[config.mk]
export PLATFORM = sky130hd
export DESIGN_NAME = vehicle_status_conditioner
export DESIGN_NICKNAME = d
export VERILOG_FILES = /design/src/rtl/vehicle_status_conditioner.sv
export SDC_FILE = /design/constraint.sdc
export NUM_CORES = 1
export LEC_CHECK = 0
export CORE_MARGIN = 1.5
export CORE_UTILIZATION = 49
export CTS_BUF_LIST = sky130_fd_sc_hd__clkbuf_8
export DETAILED_ROUTE_END_ITERATION = 6
export DONT_BUFFER_PORTS = 1
export PLACE_DENSITY = 0.62
export SYNTH_ARGS = -nofsm -noshare
export SYNTH_HDL_FRONTEND = slang
export SYNTH_SLANG_ARGS = --single-unit
[constraint.sdc]
create_clock -name clk -period 5.9 [get_ports clk]
set_clock_uncertainty 0.2 [all_clocks]
set_input_delay 0.59 -clock clk [delete_from_list [all_inputs] [get_ports clk]]
set_output_delay 0.59 -clock clk [all_outputs]
set_load 0.02 [all_outputs]
[src/rtl/vehicle_status_conditioner.sv]
// Filters raw temperature/fuel samples into hysteresis+persistence flags and tracks trip distance.
// Latency 1 cycle, all outputs registered; no backpressure, every sample is consumed when valid.
module vehicle_status_conditioner #(
  parameter int HOT_ON      = 90,
  parameter int HOT_OFF     = 80,
  parameter int TEMP_CNT    = 3,
  parameter int FUEL_EMPTY  = 10,
  parameter int FUEL_REFILL = 20,
  parameter int FUEL_CNT    = 4,
  parameter int DIST_W      = 16
) (
  input  logic              clk,
  input  logic              reset,
  input  logic              temp_valid,
  input  logic [7:0]        temp_c,
  input  logic              fuel_valid,
  input  logic [7:0]        fuel_level,
  input  logic              dist_tick,
  input  logic              dest_load,
  input  logic [DIST_W-1:0] dest_dist,
  output logic              cpu_overheated,
  output logic              gas_tank_empty,
  output logic              arrived,
  output logic [DIST_W-1:0] remaining_dist
);

  localparam int TW = $clog2(TEMP_CNT + 1);
  localparam int FW = $clog2(FUEL_CNT + 1);

  typedef enum logic [1:0] {IDLE, TRIP, DONE} trip_state_t;

  logic [TW-1:0]     hot_cnt;
  logic [FW-1:0]     fuel_cnt;
  logic              temp_qual;
  logic              fuel_qual;
  trip_state_t       state;
  trip_state_t       state_nx;
  logic [DIST_W-1:0] rem_nx;

  // A qualifying sample is one that argues for flipping the current flag.
  always_comb begin
    temp_qual = cpu_overheated ? (temp_c <= 8'(HOT_OFF)) : (temp_c >= 8'(HOT_ON));
    fuel_qual = gas_tank_empty ? (fuel_level >= 8'(FUEL_REFILL))
                               : (fuel_level <= 8'(FUEL_EMPTY));
  end

  always_ff @(posedge clk) begin
    if (reset) begin
      hot_cnt        <= '0;
      cpu_overheated <= 1'b0;
    end else if (temp_valid) begin
      if (!temp_qual) begin
        hot_cnt <= '0;
      end else if (hot_cnt >= TW'(TEMP_CNT - 1)) begin
        cpu_overheated <= ~cpu_overheated;
        hot_cnt        <= '0;
      end else begin
        hot_cnt <= hot_cnt + 1'b1;
      end
    end
  end

  always_ff @(posedge clk) begin
    if (reset) begin
      fuel_cnt       <= '0;
      gas_tank_empty <= 1'b1;
    end else if (fuel_valid) begin
      if (!fuel_qual) begin
        fuel_cnt <= '0;
      end else if (fuel_cnt >= FW'(FUEL_CNT - 1)) begin
        gas_tank_empty <= ~gas_tank_empty;
        fuel_cnt       <= '0;
      end else begin
        fuel_cnt <= fuel_cnt + 1'b1;
      end
    end
  end

  // A load always beats a simultaneous tick; a zero-length load goes straight to DONE.
  always_comb begin
    state_nx = state;
    rem_nx   = remaining_dist;
    if (dest_load) begin
      rem_nx   = dest_dist;
      state_nx = (dest_dist != '0) ? TRIP : DONE;
    end else if (state == TRIP && dist_tick) begin
      rem_nx = remaining_dist - 1'b1;
      if (remaining_dist == DIST_W'(1)) begin
        state_nx = DONE;
      end
    end
  end

  always_ff @(posedge clk) begin
    if (reset) begin
      state          <= IDLE;
      remaining_dist <= '0;
      arrived        <= 1'b1;
    end else begin
      state          <= state_nx;
      remaining_dist <= rem_nx;
      arrived        <= (state_nx != TRIP);
    end
  end

endmodule

==> out/metrics.yaml, run 1 <==
synth:
  yosys_register_bits: 26
  syn_area_um2: 1444
  synth_seq_area_share_pct: 36.05
  ys_types: 43
  syn_inst: 176
  synth_fa_ha_area_share_pct: 3.466
  synthFlopType: "dfxtp_1"
  synth_area_leader_cell: "dfxtp_1"
  synth.most_common_cell: "dfxtp_1"
  synth_top_family_by_area: "simple AND/OR/NAND/NOR gates"
  synthTopCellsByCount: "dfxtp_1 (26), nor2_1 (18), nand2_1 (15), nor4_1 (10)"
  synth_nets: 218
  synth_compound_area_share_pct: 24.61
  synth_xor_area_share_pct: 4.853
  synth.top_cell.area_share_pct: 36.05
  ys.warnings.count: 0
  synth_mux_area_share_pct: 0
  synth-simple-area-share_pct: 26.26
  ys_top_cells_by_area: "dfxtp_1 (36%), xnor2_1 (4.9%), nor2_1 (4.7%)"
  synth_edf_count: 0
  avgSynthCellArea_um2: 8.204
  ys_async_sr_fraction_pct: 0
floorplan:
  die_w_um: 57.29
  rows: 19
  start_util_pct: 51.91
  core_region_area_um2: 2781
  die_h_um: 57.29
  die-area_um2: 3282
  io_pins: 57
timing:
  fin_setup_tns_ns: 0
  rsz0062_at_grt: "false"
  min_period_ns: 2.536
  setup_violations: 0
  slew_headroom_pct: 55.46
  max_freq_ghz: 0.3943
  tightest_slew_ns: 0.6639
  hold_violations: 0
  drv_slew: 0
  finalCritPeriodShare_pct: 42.98
critical_path:
  crit_type: "reg -> reg"
  end_kind: "flip-flop"
  arrival_ns: 2.53
  path_common_cell: "or4_1"
  r2r_start: "remaining_dist[2]"
  crit_chain: "or4_1 -> or4_4 -> or4_1 -> a311oi_1"
  critPathMaxFanout: 7
  cp_slowest_cell: "or4_1"
  crit_required_ns: 5.89
  rr_endpoint: "remaining_dist[9]"
  reg2reg_depth: 4
  slowest_delay_ns: 0.68
  critical_path.startpoint_type: "flip-flop"
  reg2reg_slack_ns: 3.36
place:
  io_buffers: 0
  post-dp-hpwl_um: 2550
  gp_congestion: 0.7711
worst_hold_path:
  hold_class: "in -> reg"
  hp-start: "reset"
  min_to: "remaining_dist[1]"
  whs_path_depth: 1
route:
  drt_iter0_drc: 49
  wire_per_inst_um: 16.29
  via_count: 1353
  drt-total-wl_um: 3306
  detail-route-antenna-nets: 0
  drtPass1Iterations: 4
  via_per_inst: 6.665
  route.detailed.drc: 0
clock_network:
  cts_buffers: 3
  post_cts_buffers: 0
  clk_latency_ns: 0.27
  htreeDepth: 1
  cts_resized: 0
  clk_pin_slew_ns: 0.09
  cts-root-buf: "clkbuf_8"
  cts.sink_count: 26
  tritoncts: "done"
  cts_hold_repair.buffers: 0
  cts_max_path_buffers: 2
run_status:
  status: "finished clean"
pwr:
  ir_worst_vdd_v: 0.0001348
  powerDensity_nw_per_um2: 252.4
  power_mw: 0.3803
  swShare_pct: 28.82
  seqPwrFrac_pct: 56.1
  switchingPower_mw: 0.1096
  clockPowerShare_pct: 30.8
  intPower_mw: 0.2707
  p_leak_nw: 0.5251
  combPwrFrac_pct: 13.1
flow_run:
  cap_viol_max_count: 0
finish:
  antenna_cells: 0
  nets: 215
  filler_cell_count: 267
  drive_above_1_share_pct: 5.233
  syn_to_final_growth_pct: 4.332
global_route:
  antenna_found_initial: 0
  grt_max_degree: 27
  grt-ovfl-total: 0
  grt_pass1_vias: 1320
  grtUsageTotal_pct: 21.68
  grt_pass1_wl_um: 5616
worst max path at each step:
stage / cells past startpoint / from / endpoint
global route: 4 / remaining_dist[2] / remaining_dist[9]
detailed placement: 4 / remaining_dist[2] / remaining_dist[9]
global placement: 4 / remaining_dist[2] / remaining_dist[9]
floorplan: 5 / remaining_dist[2] / remaining_dist[9]
finish: 4 / remaining_dist[2] / remaining_dist[9]
CTS: 4 / remaining_dist[2] / remaining_dist[9]
metal layers:
metal	vias up	global-route usage, %	wire [um]
li1	662	-	-
met5	-	0	0
met2	41	40.56	1704
met4	0	7.641	55
met1	644	23.33	1318
met3	6	5.669	227
power by group through the flow:
stage / combinational, mW / clock [mW] / sequential, mW
after floorplan: 0.0469 / 0 / 0.212
after global placement: 0.0482 / 0 / 0.217
after detailed placement: 0.0501 / 0 / 0.217
after CTS: 0.0503 / 0.117 / 0.213
after global routing: 0.0576 / 0.125 / 0.215
final: 0.0498 / 0.117 / 0.213
critical path, delay by kind of cell (launching register included):
kind / cells / cell delay [ns]
flops: 1 / 0.43
compound gates: 1 / 0.24
simple gates: 3 / 1.59
layout make-up:
type | count | area [um^2] | area share (%)
Clock buffer | 4 | 55.05 | 3.654
Inverter | 10 | 37.54 | 2.492
Multi-Input combinational cell | 132 | 854.6 | 56.73
Sequential cell | 26 | 520.5 | 34.55
Tap cell | 31 | 38.79 | 2.575
logic make-up (layout without fill, tap and decap cells):
family	count (synthesis)	count (layout)
AO/OA/AOI/OAI	49	49
XOR/XNOR	8	8
adder cells (fa/ha/maj)	4	4
buffers and inverters	18	14
flip-flops	26	26
AND/OR/NAND/NOR	71	71
flip-flops by register name, summed over array words and instances, names as in the netlist:
| register | cells |
|---|---|
| arrived | 1 |
| cpu_overheated | 1 |
| fuel_cnt | 3 |
| gas_tank_empty | 1 |
| hot_cnt | 2 |
| remaining_dist | 16 |
| state | 2 |
through the flow:
| stage | cells | worst slack, ns | hold WS [ns] | instance area, um^2 | utilization [%] |
|---|---|---|---|---|---|
| floorplan | 176 | 3.471 | 0.2390 | 1444 | - |
| global placement | 199 | 3.414 | 0.2533 | 1451 | 52.18 |
| detailed placement | 199 | 3.362 | 0.2640 | 1451 | 52.18 |
| CTS | 203 | 3.364 | 0.1749 | 1506 | 54.16 |
| global route | 203 | 3.267 | 0.1682 | 1506 | 54.16 |
| finish | 203 | 3.364 | 0.1788 | 1506 | 54.16 |
placed cells by master (no fill, tap or decap), types with 5 or more instances in the layout:
cell type  count
xnor2_1        8
nor2_1        18
a21oi_1        9
nor3_1         7
o31ai_1        5
nor4_1        10
nand2_1       15
o21ai_0        5
a211oi_1       7
inv_1          9
dfxtp_1       26
No activity file was read; power rests on OpenSTA's default activity.
==> inputs of run 2 (changes only) <==
--- a/config.mk
+++ b/config.mk
@@ -10,7 +10,7 @@
 export CTS_BUF_LIST = sky130_fd_sc_hd__clkbuf_8
 export DETAILED_ROUTE_END_ITERATION = 6
 export DONT_BUFFER_PORTS = 1
-export PLACE_DENSITY = 0.62
+export PLACE_DENSITY = 0.64
 export SYNTH_ARGS = -nofsm -noshare
 export SYNTH_HDL_FRONTEND = slang
 export SYNTH_SLANG_ARGS = --single-unit
==> constraint.sdc (replaced) <==
create_clock -name clk -period 2.1 [get_ports clk]
set_clock_uncertainty 0.2 [all_clocks]
set_input_delay 0.21 -clock clk [delete_from_list [all_inputs] [get_ports clk]]
set_output_delay 0.21 -clock clk [all_outputs]
set_load 0.02 [all_outputs]
==> out/metrics.yaml, run 2 (same netlist as run 1, synthesis figures left out) <==
run_status:
  status: "complete, but fails checks"
  violations: "negative hold slack, negative setup slack"
critical_path:
  arrival_ns: 2.22  # -0.31 ns
  path_common_cell: "or4_4"
  crit_type: "reg -> reg"
  critical_path.startpoint_type: "flip-flop"
  cp_slowest_cell: "or4_4"
  reg2reg_slack_ns: -0.12  # -3.48 ns
  slowest_delay_ns: 0.53  # -0.15 ns
  crit_required_ns: 2.09  # -3.80 ns
  crit_chain: "or4_4 -> or4_4 -> or4_1 -> a311oi_1"
  end_kind: "flip-flop"
  critPathMaxFanout: 4  # -3
timing:
  finalCritPeriodShare_pct: 105.7  # +63 points
  setup_violations: 4  # +4
  slew_headroom_pct: 66.70  # +11 points
  holdWs_ns: -0.2120  # -0.3908 ns
  min_period_ns: 2.221  # -0.3153 ns
  max_freq_ghz: 0.4503  # +14%
  rsz0062_at_grt: "true"
  hold_violations: 18  # +18
  tightest_slew_ns: 0.4988  # -0.1651 ns
  drv_slew: 0  # unchanged
  fin_ws_ns: -0.1207  # -3.485 ns
place:
  placed_area_um2: 1619  # +12%
  io_buffers: 0  # unchanged
  pre_cts_ws_ns: -0.1528  # -3.515 ns
  gp_congestion: 0.7614  # -1.3%
  numPlacedInstances: 221  # +11%
  post-dp-hpwl_um: 2791  # +9.4%
finish:
  reg_top3: "remaining_dist (16), fuel_cnt (3)"
  final_core_util_pct: 68.42  # +14 points
  largest_register: "remaining_dist"
  antenna_cells: 0  # unchanged
  final_cells: 240  # +18%
  drive_above_1_share_pct: 24.40  # +19 points
  nets: 252  # +17%
  largest_reg_flops: 16  # unchanged
  final_common_cell: "buf_4"
  layout_common_cells: "buf_4 (25), dfxtp_1 (24), nor2_1 (18)"
  filler_cell_count: 232  # -13%
  syn_to_final_growth_pct: 31.80
  design_area_um2: 1903  # +26%
clock_network:
  cts_hold_repair.buffers: 12  # +12
  htreeDepth: 1  # unchanged
  cts_buffers: 3  # unchanged
  clk_latency_ns: 0.28  # about the same
  cts-root-buf: "clkbuf_8"
  clk_pin_slew_ns: 0.09  # about the same
  tritoncts: "done"
  cts_max_path_buffers: 2  # unchanged
  cts.sink_count: 26  # unchanged
route:
  drtPass1Iterations: 4  # unchanged
  drt-total-wl_um: 3980  # +20%
  detail-route-antenna-nets: 0  # unchanged
  wire_per_inst_um: 16.58  # +1.8%
  drt_iter0_drc: 29  # -41%
  via_count: 1494  # +10%
  via_per_inst: 6.225  # -6.6%
  route.detailed.drc: 0  # unchanged
global_route:
  antenna_found_initial: 0  # unchanged
  grt-ovfl-total: 0  # unchanged
  grt_pass1_vias: 1535  # +16%
  grt_max_degree: 27  # unchanged
  grtUsageTotal_pct: 25.59  # +3.9 points
  grt_pass1_wl_um: 6555  # +17%
floorplan:
  die-area_um2: 3282  # unchanged
  die_h_um: 57.29  # unchanged
  rows: 19  # unchanged
  die_w_um: 57.29  # unchanged
  io_pins: 57  # unchanged
  start_util_pct: 51.91  # unchanged
  core_region_area_um2: 2781  # unchanged
pwr:
  p_leak_nw: 0.7186  # +37%
  ir_worst_vdd_v: 0.0005723  # +320%
  powerDensity_nw_per_um2: 615.7  # +140%
worst_hold_path:
  hold_class: "in -> reg"
flow_run:
  cap_viol_max_count: 0  # unchanged
run 2: changes by cell type in the layout (fill, tap and decap cells not counted), moves of 2 or more:
cell           before  now
buf_4               0   25
dfxtp_1            26   24
dfxtp_2             0    2
dlygate4sd3_1       0   12
nor4_1             10    6
nor4_2              0    4
o21ai_0             5    3
o21ai_2             0    2
o31ai_1             5    3
o31ai_2             0    2
or4_1               4    2
or4_4               1    3
run 2: area by class of cell:
cell class	instances	area, um^2	area share [%]
clock buffers	4	55.05	2.893
inverters	10	37.54	1.972
multi-input cells	132	940.9	49.44
flip-flops and latches	26	523.0	27.48
well taps	31	38.79	2.038
repair buffers	37	307.8	16.17
run 2: worst paths after layout:
kind                     startpoint                end  cells past startpoint
setup / recovery  remaining_dist[2]  remaining_dist[9]                      4
hold / removal                reset  remaining_dist[2]                      1
setup reg to reg  remaining_dist[2]  remaining_dist[9]                      4
hold reg to reg         fuel_cnt[2]        fuel_cnt[2]                      2
run 2: layer usage:
| layer | track usage [%] | part of all wire, % | vias up |
|---|---|---|---|
| met5 | 0 | 0 | - |
| met4 | 12.96 | 3.0 | 0 |
| met1 | 27.97 | 42 | 714 |
| met3 | 5.442 | 5.1 | 11 |
| li1 | - | - | 730 |
| met2 | 46.31 | 50 | 39 |
run 2: timing repair:
item | in CTS | in global routing
resized for setup | 6 | 13
pin swaps | 3 | 5
hold endpoints to repair | 26 | 18
setup buffers | 2 | 1
endpoints found under the setup margin | 3 | 12
run 2: per-stage QoR:
| step | total power, mW | TNS [ns] | hold WS [ns] |
|---|---|---|---|
| final | 1.172 | -0.2582 | -0.2120 |
| after global routing | 1.230 | -0.5601 | -0.2343 |
| after CTS | 1.154 | -0.2346 | -0.2186 |
| after detailed placement | 0.7953 | -0.2830 | 0.07893 |
| after global placement | 0.7875 | -0.2157 | 0.08079 |
| after floorplan | 0.7296 | -0.7196 | 0.1471 |
run 2: where the power goes:
part | internal, mW | switching (mW)
registers | 0.527 | 0.0426
clock network | 0.168 | 0.166
logic | 0.130 | 0.138
total | 0.825 | 0.347
run 2: worst max-delay path: cells and delay by family (launching register included):
family,cells,cell delay [ns]
compound gates,1,0.21
simple gates,3,1.40
flops,1,0.33
